<file path="config.mk">
export PLATFORM = sky130hd
export DESIGN_NAME = tube_scan
export DESIGN_NICKNAME = d
export VERILOG_FILES = /design/src/rtl/tube_pkg.sv /design/src/rtl/tube_lzb.sv /design/src/rtl/tube_scan.sv
export SDC_FILE = /design/constraint.sdc
export NUM_CORES = 1
export LEC_CHECK = 0
export CORE_MARGIN = 5
export CORE_UTILIZATION = 38
export CTS_BUF_LIST = sky130_fd_sc_hd__clkbuf_2
export DETAILED_ROUTE_END_ITERATION = 10
export HOLD_SLACK_MARGIN = 0.05
export PLACE_DENSITY_LB_ADDON = 0.1
export SYNTH_ARGS = -nofsm -noshare
export SYNTH_HDL_FRONTEND = slang
export SYNTH_HIERARCHICAL = 1
export SYNTH_SLANG_ARGS = --single-unit
</file>
<file path="constraint.sdc">
create_clock -name clk -period 3.1 [get_ports clk]
set_input_delay 0.93 -clock clk [delete_from_list [all_inputs] [get_ports clk]]
set_output_delay 0.93 -clock clk [all_outputs]
set_load 0.005 [all_outputs]
</file>
<file path="src/rtl/tube_pkg.sv">
// rtl/tube_pkg.sv - shared defaults, constants and width helpers for the tube scanner
package tube_pkg;

  localparam int NDIG_DEF = 8;
  localparam int DIV_DEF  = 50000;
  localparam int DEAD_DEF = 16;

  // Wide enough for the largest supported digit count; callers slice to NDIG.
  localparam logic [7:0] AN_OFF = 8'hFF;

  function automatic int idx_w(input int n);
    return (n <= 2) ? 1 : $clog2(n);
  endfunction

endpackage

</file>
<file path="src/rtl/tube_lzb.sv">
// rtl/tube_lzb.sv - leading-zero blank mask for the displayed hex value
module tube_lzb
  import tube_pkg::*;
#(
  parameter int NDIG = NDIG_DEF
) (
  input  logic [4*NDIG-1:0] value,
  input  logic              lzb,
  output logic [NDIG-1:0]   blank
);

  always_comb begin
    logic [NDIG:0] zero_above;
    // zero_above[i] is set when digits NDIG-1 down to i are all zero
    zero_above       = '0;
    zero_above[NDIG] = 1'b1;
    for (int i = NDIG - 1; i >= 0; i--) begin
      zero_above[i] = zero_above[i+1] && (value[4*i +: 4] == 4'h0);
    end
    blank = '0;
    for (int i = 1; i < NDIG; i++) begin
      blank[i] = lzb && zero_above[i];
    end
  end

endmodule

</file>
<file path="src/rtl/tube_scan.sv">
// rtl/tube_scan.sv - time-multiplexed seven-segment scan controller with frame-aligned commit
module tube_scan
  import tube_pkg::*;
#(
  parameter int NDIG = NDIG_DEF,
  parameter int DIV  = DIV_DEF,
  parameter int DEAD = DEAD_DEF
) (
  input  logic              clk,
  input  logic              rst_n,
  input  logic              wr,
  input  logic [4*NDIG-1:0] data,
  input  logic [NDIG-1:0]   dp_mask,
  input  logic [NDIG-1:0]   en_mask,
  input  logic              lzb,
  output logic [3:0]        num,
  output logic              dp,
  output logic [NDIG-1:0]   an,
  output logic              frame,
  output logic              busy
);

  localparam int CW = (DIV <= 2) ? 1 : $clog2(DIV);
  localparam int IW = idx_w(NDIG);
  localparam int AW = 6 * NDIG;
  localparam logic [CW-1:0]   CNT_LAST = CW'(DIV - 1);
  localparam logic [CW-1:0]   DEAD_C   = CW'(DEAD);
  localparam logic [IW-1:0]   IDX_LAST = IW'(NDIG - 1);
  localparam logic [NDIG-1:0] AN_ALL   = AN_OFF[NDIG-1:0];

  logic [CW-1:0]   cnt_q, cnt_d;
  logic [IW-1:0]   idx_q, idx_d;
  logic            frame_q, frame_d;
  logic            pend_q, pend_d;
  logic [AW-1:0]   sh_q, sh_d;
  logic [AW-1:0]   act_q, act_d;
  logic [3:0]      num_q, num_d;
  logic            dp_q, dp_d;
  logic [NDIG-1:0] an_q, an_d;

  logic [AW-1:0]     wr_word;
  logic [4*NDIG-1:0] act_data;
  logic [NDIG-1:0]   act_dp, act_en, blank;
  logic              slot_end, wrap, dark;

  assign wr_word                    = {data, dp_mask, en_mask};
  assign {act_data, act_dp, act_en} = act_q;

  tube_lzb #(.NDIG(NDIG)) u_lzb (
    .value (act_data),
    .lzb   (lzb),
    .blank (blank)
  );

  always_comb begin
    slot_end = (cnt_q == CNT_LAST);
    wrap     = slot_end && (idx_q == IDX_LAST);
    cnt_d    = slot_end ? '0 : cnt_q + 1'b1;
    idx_d    = idx_q;
    if (slot_end) begin
      idx_d = (idx_q == IDX_LAST) ? '0 : idx_q + 1'b1;
    end
    frame_d = wrap;

    // A write landing on the wrap cycle goes straight to the active copy.
    sh_d   = wr ? wr_word : sh_q;
    pend_d = pend_q | wr;
    act_d  = act_q;
    if (wrap) begin
      pend_d = 1'b0;
      if (wr) begin
        act_d = wr_word;
      end else if (pend_q) begin
        act_d = sh_q;
      end
    end

    dark  = (cnt_q < DEAD_C) || !act_en[idx_q] || blank[idx_q];
    num_d = act_data[{idx_q, 2'b00} +: 4];
    an_d  = dark ? AN_ALL : ~(NDIG'(1) << idx_q);
    dp_d  = !dark && act_dp[idx_q];
  end

  always_ff @(posedge clk or negedge rst_n) begin
    if (!rst_n) begin
      cnt_q   <= '0;
      idx_q   <= '0;
      frame_q <= 1'b0;
      pend_q  <= 1'b0;
      sh_q    <= '0;
      act_q   <= '0;
      num_q   <= 4'h0;
      dp_q    <= 1'b0;
      an_q    <= AN_ALL;
    end else begin
      cnt_q   <= cnt_d;
      idx_q   <= idx_d;
      frame_q <= frame_d;
      pend_q  <= pend_d;
      sh_q    <= sh_d;
      act_q   <= act_d;
      num_q   <= num_d;
      dp_q    <= dp_d;
      an_q    <= an_d;
    end
  end

  assign num   = num_q;
  assign dp    = dp_q;
  assign an    = an_q;
  assign frame = frame_q;
  assign busy  = pend_q;

endmodule

</file>
==> impl_metrics.env, run 1 <==
export IMPL_multi_input_area_um2=2280
export IMPL_grt_total_usage_pct=13.8
export IMPL_arrival_ps=1730
export IMPL_synthSimpleGateAreaFrac_pct=10.7
export IMPL_dp_slack_ps=112
export IMPL_synthXorXnorAreaFrac_pct=2.00
export IMPL_final_area_um2=6810
export IMPL_finalSetupViolCount=0
export IMPL_start_kind="register"
export IMPL_fin_ws_ps=442
export IMPL_tns_ps=0
export IMPL_drv_slew=0
export IMPL_place_area_um2=6600
export IMPL_synthMuxAreaShare_pct=24.5
export IMPL_end_kind="primary output"
export IMPL_synth_cell_types=43
export IMPL_h_tree_depth=4
export IMPL_min_period_over_period_pct=85.7
export IMPL_rsz0062_at_grt="false"
export IMPL_yosysWarnings=6
export IMPL_wire_per_inst_um=16.8
export IMPL_worstPathCellList="clkdlybuf4s50_1"
export IMPL_hold_ws_ps=247
export IMPL_dieWidth_um=132
export IMPL_antenna_found_initial=1
export IMPL_syn_area_um2=5680
export IMPL_fp_dieH_um=132
export IMPL_wirelength_um=11300
export IMPL_place_congestion=0.818
export IMPL_synth_avg_cell_area_um2=14.2
export IMPL_status="complete, no violations"
export IMPL_core_area_um2=14600
export IMPL_synth_most_common_cell="dfrtp_1"
export IMPL_syn_nets=458
export IMPL_clk_pin_slew_ps=190
export IMPL_synth_edf_count=0
export IMPL_row_count=44
export IMPL_yosysSeqAreaShare_pct=57.4
export IMPL_rrSetupSlack_ps=660
export IMPL_critPathBufInv=1
export IMPL_grt_pass1_vias=3679
export IMPL_slowest_stage="dfstp_2"
export IMPL_post_route_util_pct=46.7
export IMPL_layout_area_seq_um2=3260
export IMPL_syn_to_final_growth_pct=19.9
export IMPL_num_nets_final=537
export IMPL_synth_main_ff_cell="dfrtp_1"
export IMPL_clockBufferDepth=2
export IMPL_clock_latency_ps=670
export IMPL_cts_root_buf="clkbuf_2"
export IMPL_drc_errors=0
export IMPL_leakage_uw=0.00310
export IMPL_grt_max_degree=53
export IMPL_synthTopCellsByArea="dfrtp_1, mux2_2, mux2_4"
export IMPL_finalHoldViolCount=0
export IMPL_worstPathMaxFanout=1
export IMPL_synth_async_sr_flop_share_pct=100
export IMPL_first_pass_iters=4
export IMPL_cts_buffers=17
export IMPL_cpPeakStageDelay_ps=570
export IMPL_drive_above_1_share_pct=34.2
export IMPL_synth_compound_area_share_pct=1.41
export IMPL_io_buffers=66
export IMPL_synthCells=399
export IMPL_synth_top_area_share_pct=53.7
export IMPL_hold_buffers=0
export IMPL_cts_tree="done"
export IMPL_drtIter0Drc=106
export IMPL_relSlewSlack_pct=61.1
export IMPL_initial_core_util_pct=39.0
export IMPL_synth_top_family_by_area="multiplexers"
export IMPL_pwr_density_cell_nw_per_um2=424
export IMPL_synth_common_cells="dfrtp_1, mux2_2, mux2_4"
export IMPL_cts_setup_buffers=0
export IMPL_die_area_um2=17500
export IMPL_ys_seq_elements=130
export IMPL_critical_path_class="reg -> out"
export IMPL_fmax_ghz=0.376
export IMPL_vias=3378
export IMPL_fin_crit_ps=2660
export IMPL_drv_max_cap_violation_count=0
export IMPL_critPathRequiredTime_ps=2170
export IMPL_yosys_area_top_type="dfrtp_1"
export IMPL_max_vdd_ir_drop_v=0.000256
export IMPL_yosys_area_share_adder_pct=1.54
export IMPL_post_cts_resized=0
export IMPL_io_pin_count=67
export IMPL_post_dp_hpwl_um=8130
export IMPL_grt_pass1_wl_um=19200
export IMPL_clock_skew_final_ps=39.0
export IMPL_viasPerCell=5.00
export IMPL_path_delay_family="flip-flops"
export IMPL_grt_overflow_total=0
export IMPL_drtAntennaViolNets=0
export IMPL_cts_sink_count=130
export IMPL_fillerInstances=1330
export IMPL_worst_pin_slew_ps=583
export IMPL_min_delay_path_class="in -> async"
[placed cells by master, fill, tap and decap left out, types with 5 or more instances in the layout]
master and count:
mux2_4 20, mux2_2 76, and3_1 5, nor2_1 16
inv_1 9, ha_1 7, nand2_1 18, dfstp_2 8
buf_4 14, clkdlybuf4s50_1 64, clkinvlp_4 5, dfrtp_1 122
nor2b_1 7, mux4_2 10, nand3_1 10, and2_1 6
nand4_1 15, clkbuf_2 18, xnor2_1 6, xor2_1 7
[flip-flops by register name (all words and copies together) (netlist names)]
| signal | cells |
|---|---|
| busy | 1 |
| cnt_q | 16 |
| an | 8 |
| num | 4 |
| sh_q | 48 |
| act_q | 48 |
| dp | 1 |
| idx_q | 3 |
| frame | 1 |
[stage by stage]
stage	total power [uW]	std cells
global route	3050	676
CTS	2950	675
finish	2890	676
global placement	2020	643
floorplan	1890	399
detailed placement	2030	643
[power breakdown]
group	internal, uW	leakage, uW	switching (uW)	total (uW)
clock network	283	0.000112	620	903
registers	1760	0.00166	14.1	1770
logic	125	0.00133	91.0	216
total	2170	0.00310	725	2890
[cells by family after synthesis]
logic type | count (synthesis)
DFF | 130
xor gates and xnor gates | 13
buffers and inverters | 30
muxes | 107
and+or+nand+nor | 101
other | 1
adders and majority gates | 7
AOI/OAI and AO/OA | 10
[per-layer routing]
metal | GRT usage, % | wire (um) | vias to the layer above
met2 | 22.0 | 5520 | 63
met3 | 4.89 | 479 | 11
met4 | 4.64 | 119 | 0
met1 | 17.5 | 5210 | 1711
li1 | - | - | 1593
met5 | 0 | 0 | -
[worst paths after layout]
path / startpoint / end / cells after the start
min in group clk: cnt_q[0] / cnt_q[0] / 1
min reg2reg: cnt_q[0] / cnt_q[0] / 1
max in group asynchronous: rst_n / sh_q[41] / 2
max: an[3] / an[3] / 1
max reg2reg: cnt_q[11] / act_q[43] / 5
min: rst_n / sh_q[1] / 1
[area by class of cell]
class / instances / share of cell area, %
clock buffer: 18 / 1.32
tap: 184 / 3.38
antenna: 1 / 0.0367
sequential: 130 / 47.9
inverter: 9 / 0.496
timing repair buffer: 81 / 11.6
multi-input combinational: 239 / 33.5
clock inverter: 14 / 1.73
Power figures use the tool's default switching activity.
==> inputs of run 2 (changes only) <==
--- a/config.mk
+++ b/config.mk
@@ -11,6 +11,7 @@
 export DETAILED_ROUTE_END_ITERATION = 10
 export HOLD_SLACK_MARGIN = 0.05
 export PLACE_DENSITY_LB_ADDON = 0.1
+export SLEW_MARGIN = 15
 export SYNTH_ARGS = -nofsm -noshare
 export SYNTH_HDL_FRONTEND = slang
 export SYNTH_HIERARCHICAL = 1
==> results of run 2 <==
Same layout as run 1: the final DEF is identical, and so are final timing and power.
==> inputs of run 3 (changes only) <==
--- a/config.mk
+++ b/config.mk
@@ -5,7 +5,6 @@
 export SDC_FILE = /design/constraint.sdc
 export NUM_CORES = 1
 export LEC_CHECK = 0
-export CORE_MARGIN = 5
 export CORE_UTILIZATION = 38
 export CTS_BUF_LIST = sky130_fd_sc_hd__clkbuf_2
 export DETAILED_ROUTE_END_ITERATION = 10
==> impl_metrics.env, run 3 (synthesis gave the netlist of run 1 again) <==
export IMPL_status="complete, no violations"
export IMPL_regToRegStartpoint="cnt_q[11]"
export IMPL_max_vdd_ir_drop_v=0.000230
export IMPL_rrSetupSlack_ps=690
export IMPL_leakage_uw=0.00311
export IMPL_post_dp_hpwl_um=7550
export IMPL_critPathBufInv=1
export IMPL_antenna_found_initial=0
export IMPL_grt_total_usage_pct=15.8
export IMPL_clockPowerShare_pct=29.9
export IMPL_min_delay_path_class="reg -> reg"
export IMPL_switching_share_pct=24.0
export IMPL_clock_skew_final_ps=29.4
export IMPL_initial_core_util_pct=39.0
export IMPL_rsz0062_at_grt="false"
export IMPL_drtIter0Drc=182
export IMPL_relSlewSlack_pct=58.6
export IMPL_die_area_um2=15400
export IMPL_layout_common_cells="dfrtp_1, mux2_2, clkdlybuf4s50_1, mux2_4, clkbuf_2"
export IMPL_cts_tree="done"
export IMPL_dieWidth_um=124
export IMPL_syn_to_final_growth_pct=19.2
export IMPL_place_congestion=0.795
export IMPL_drc_errors=0
export IMPL_power_total_uw=2830
export IMPL_cts_buffers=17
export IMPL_finalHoldViolCount=0
export IMPL_grt_max_degree=78
export IMPL_min_period_over_period_pct=85.9
export IMPL_crit_start="an[3]"
export IMPL_drv_max_cap_violation_count=0
export IMPL_cts_sink_count=130
export IMPL_fin_crit_ps=2660
export IMPL_drv_slew=0
export IMPL_grt_overflow_total=0
export IMPL_grt_pass1_wl_um=18900
export IMPL_dp_cells=642
export IMPL_diodes=0
export IMPL_fin_ws_ps=436
export IMPL_clockBufferDepth=2
export IMPL_start_kind="register"
export IMPL_cts_root_buf="clkbuf_2"
export IMPL_fp_dieH_um=124
export IMPL_worstPathMaxFanout=1
export IMPL_dp_slack_ps=81.8
export IMPL_first_pass_iters=4
export IMPL_io_pin_count=67
export IMPL_drtAntennaViolNets=0
export IMPL_io_buffers=66
export IMPL_wirelength_um=10800
export IMPL_p_int_uw=2150
export IMPL_core_area_um2=14600
export IMPL_tns_ps=0
export IMPL_drive_above_1_share_pct=33.8
export IMPL_largestRegisters="act_q (48), sh_q (48), cnt_q (16)"
export IMPL_hold_path_end="cnt_q[0]"
export IMPL_holdCritStartpoint="cnt_q[0]"
export IMPL_cpPeakStageDelay_ps=560
export IMPL_p_seq_share_pct=62.5
export IMPL_worstPathCellList="clkdlybuf4s50_1"
export IMPL_pwr_density_cell_nw_per_um2=419
export IMPL_worstRegToRegCells=5
export IMPL_critPathRequiredTime_ps=2170
export IMPL_wire_per_inst_um=16.1
export IMPL_clk_pin_slew_ps=160
export IMPL_holdPathStages=1
export IMPL_r2r_end="act_q[32]"
export IMPL_num_nets_final=537
export IMPL_end_kind="primary output"
export IMPL_grt_pass1_vias=3673
export IMPL_fmax_ghz=0.375
export IMPL_p_comb_share_pct=7.6
export IMPL_final_cells=672
export IMPL_path_delay_family="flip-flops"
export IMPL_row_count=44
export IMPL_slowest_stage="dfstp_2"
export IMPL_p_sw_uw=680
export IMPL_finalSetupViolCount=0
export IMPL_clock_latency_ps=700
export IMPL_critical_path_class="reg -> out"
export IMPL_h_tree_depth=4
export IMPL_final_common_cell="dfrtp_1"
export IMPL_viasPerCell=4.98
export IMPL_vias=3346
export IMPL_worst_pin_slew_ps=621
export IMPL_arrival_ps=1730
==> run 3: changes by cell type in the layout (fill, tap and decap cells not counted), sizes merged <==
| cell | change |
|---|---|
| dlygate4sd3 | +1 |
| buf | -1 |
| clkbuf | +2 |
| clkinvlp | -4 |
| diode | -1 |
| clkinv | -1 |
==> run 3: final cells by class <==
cell class / count / area, um2
tap: 184 / 230
inverter: 9 / 33.8
fill: 1308 / 7820
sequential: 130 / 3260
timing repair buffer: 81 / 793
multi-input combinational: 239 / 2280
clock inverter: 9 / 68.8
clock buffer: 20 / 100
==> run 3: timing repair <==
action / in CTS / in global routing
buffers inserted: 0 / 0
resized for setup: 0 / 0
endpoints found under the hold margin: 2 / 0
hold buffers: 1 / 0
==> run 3: power groups by stage <==
stage	combinational (uW)	clock, uW	sequential, uW
after detailed placement	223	0	1810
after floorplan	94.6	0	1800
after global routing	242	967	1780
after global placement	219	0	1800
after CTS	225	890	1770
final	216	847	1770
==> run 3: per-layer routing <==
metal / routed length [um] / GRT usage [%]
met4: 178 / 6.95
met5: 0 / 0
met1: 5160 / 20.8
met3: 421 / 4.42
met2: 5080 / 24.5
==> run 3: worst max path at each step <==
stage | end | slack [ps] | depth (start not counted)
4_1_cts | an[3] | 350 | 1
5_1_grt | an[1] | 310 | 1
3_5_place_dp | an[0] | 80 | 10
3_3_place_gp | an[7] | 180 | 10
2_1_floorplan | dp | 610 | 7
6_report | an[3] | 440 | 1
==> run 3: through the flow <==
stage | area (um2) | hold WS [ps] | util [%]
floorplan | 5680 | 425 | -
global placement | 6590 | 436 | 45.2
detailed placement | 6590 | 443 | 45.2
CTS | 6770 | 462 | 46.4
global route | 6770 | 457 | 46.4
finish | 6770 | 459 | 46.4
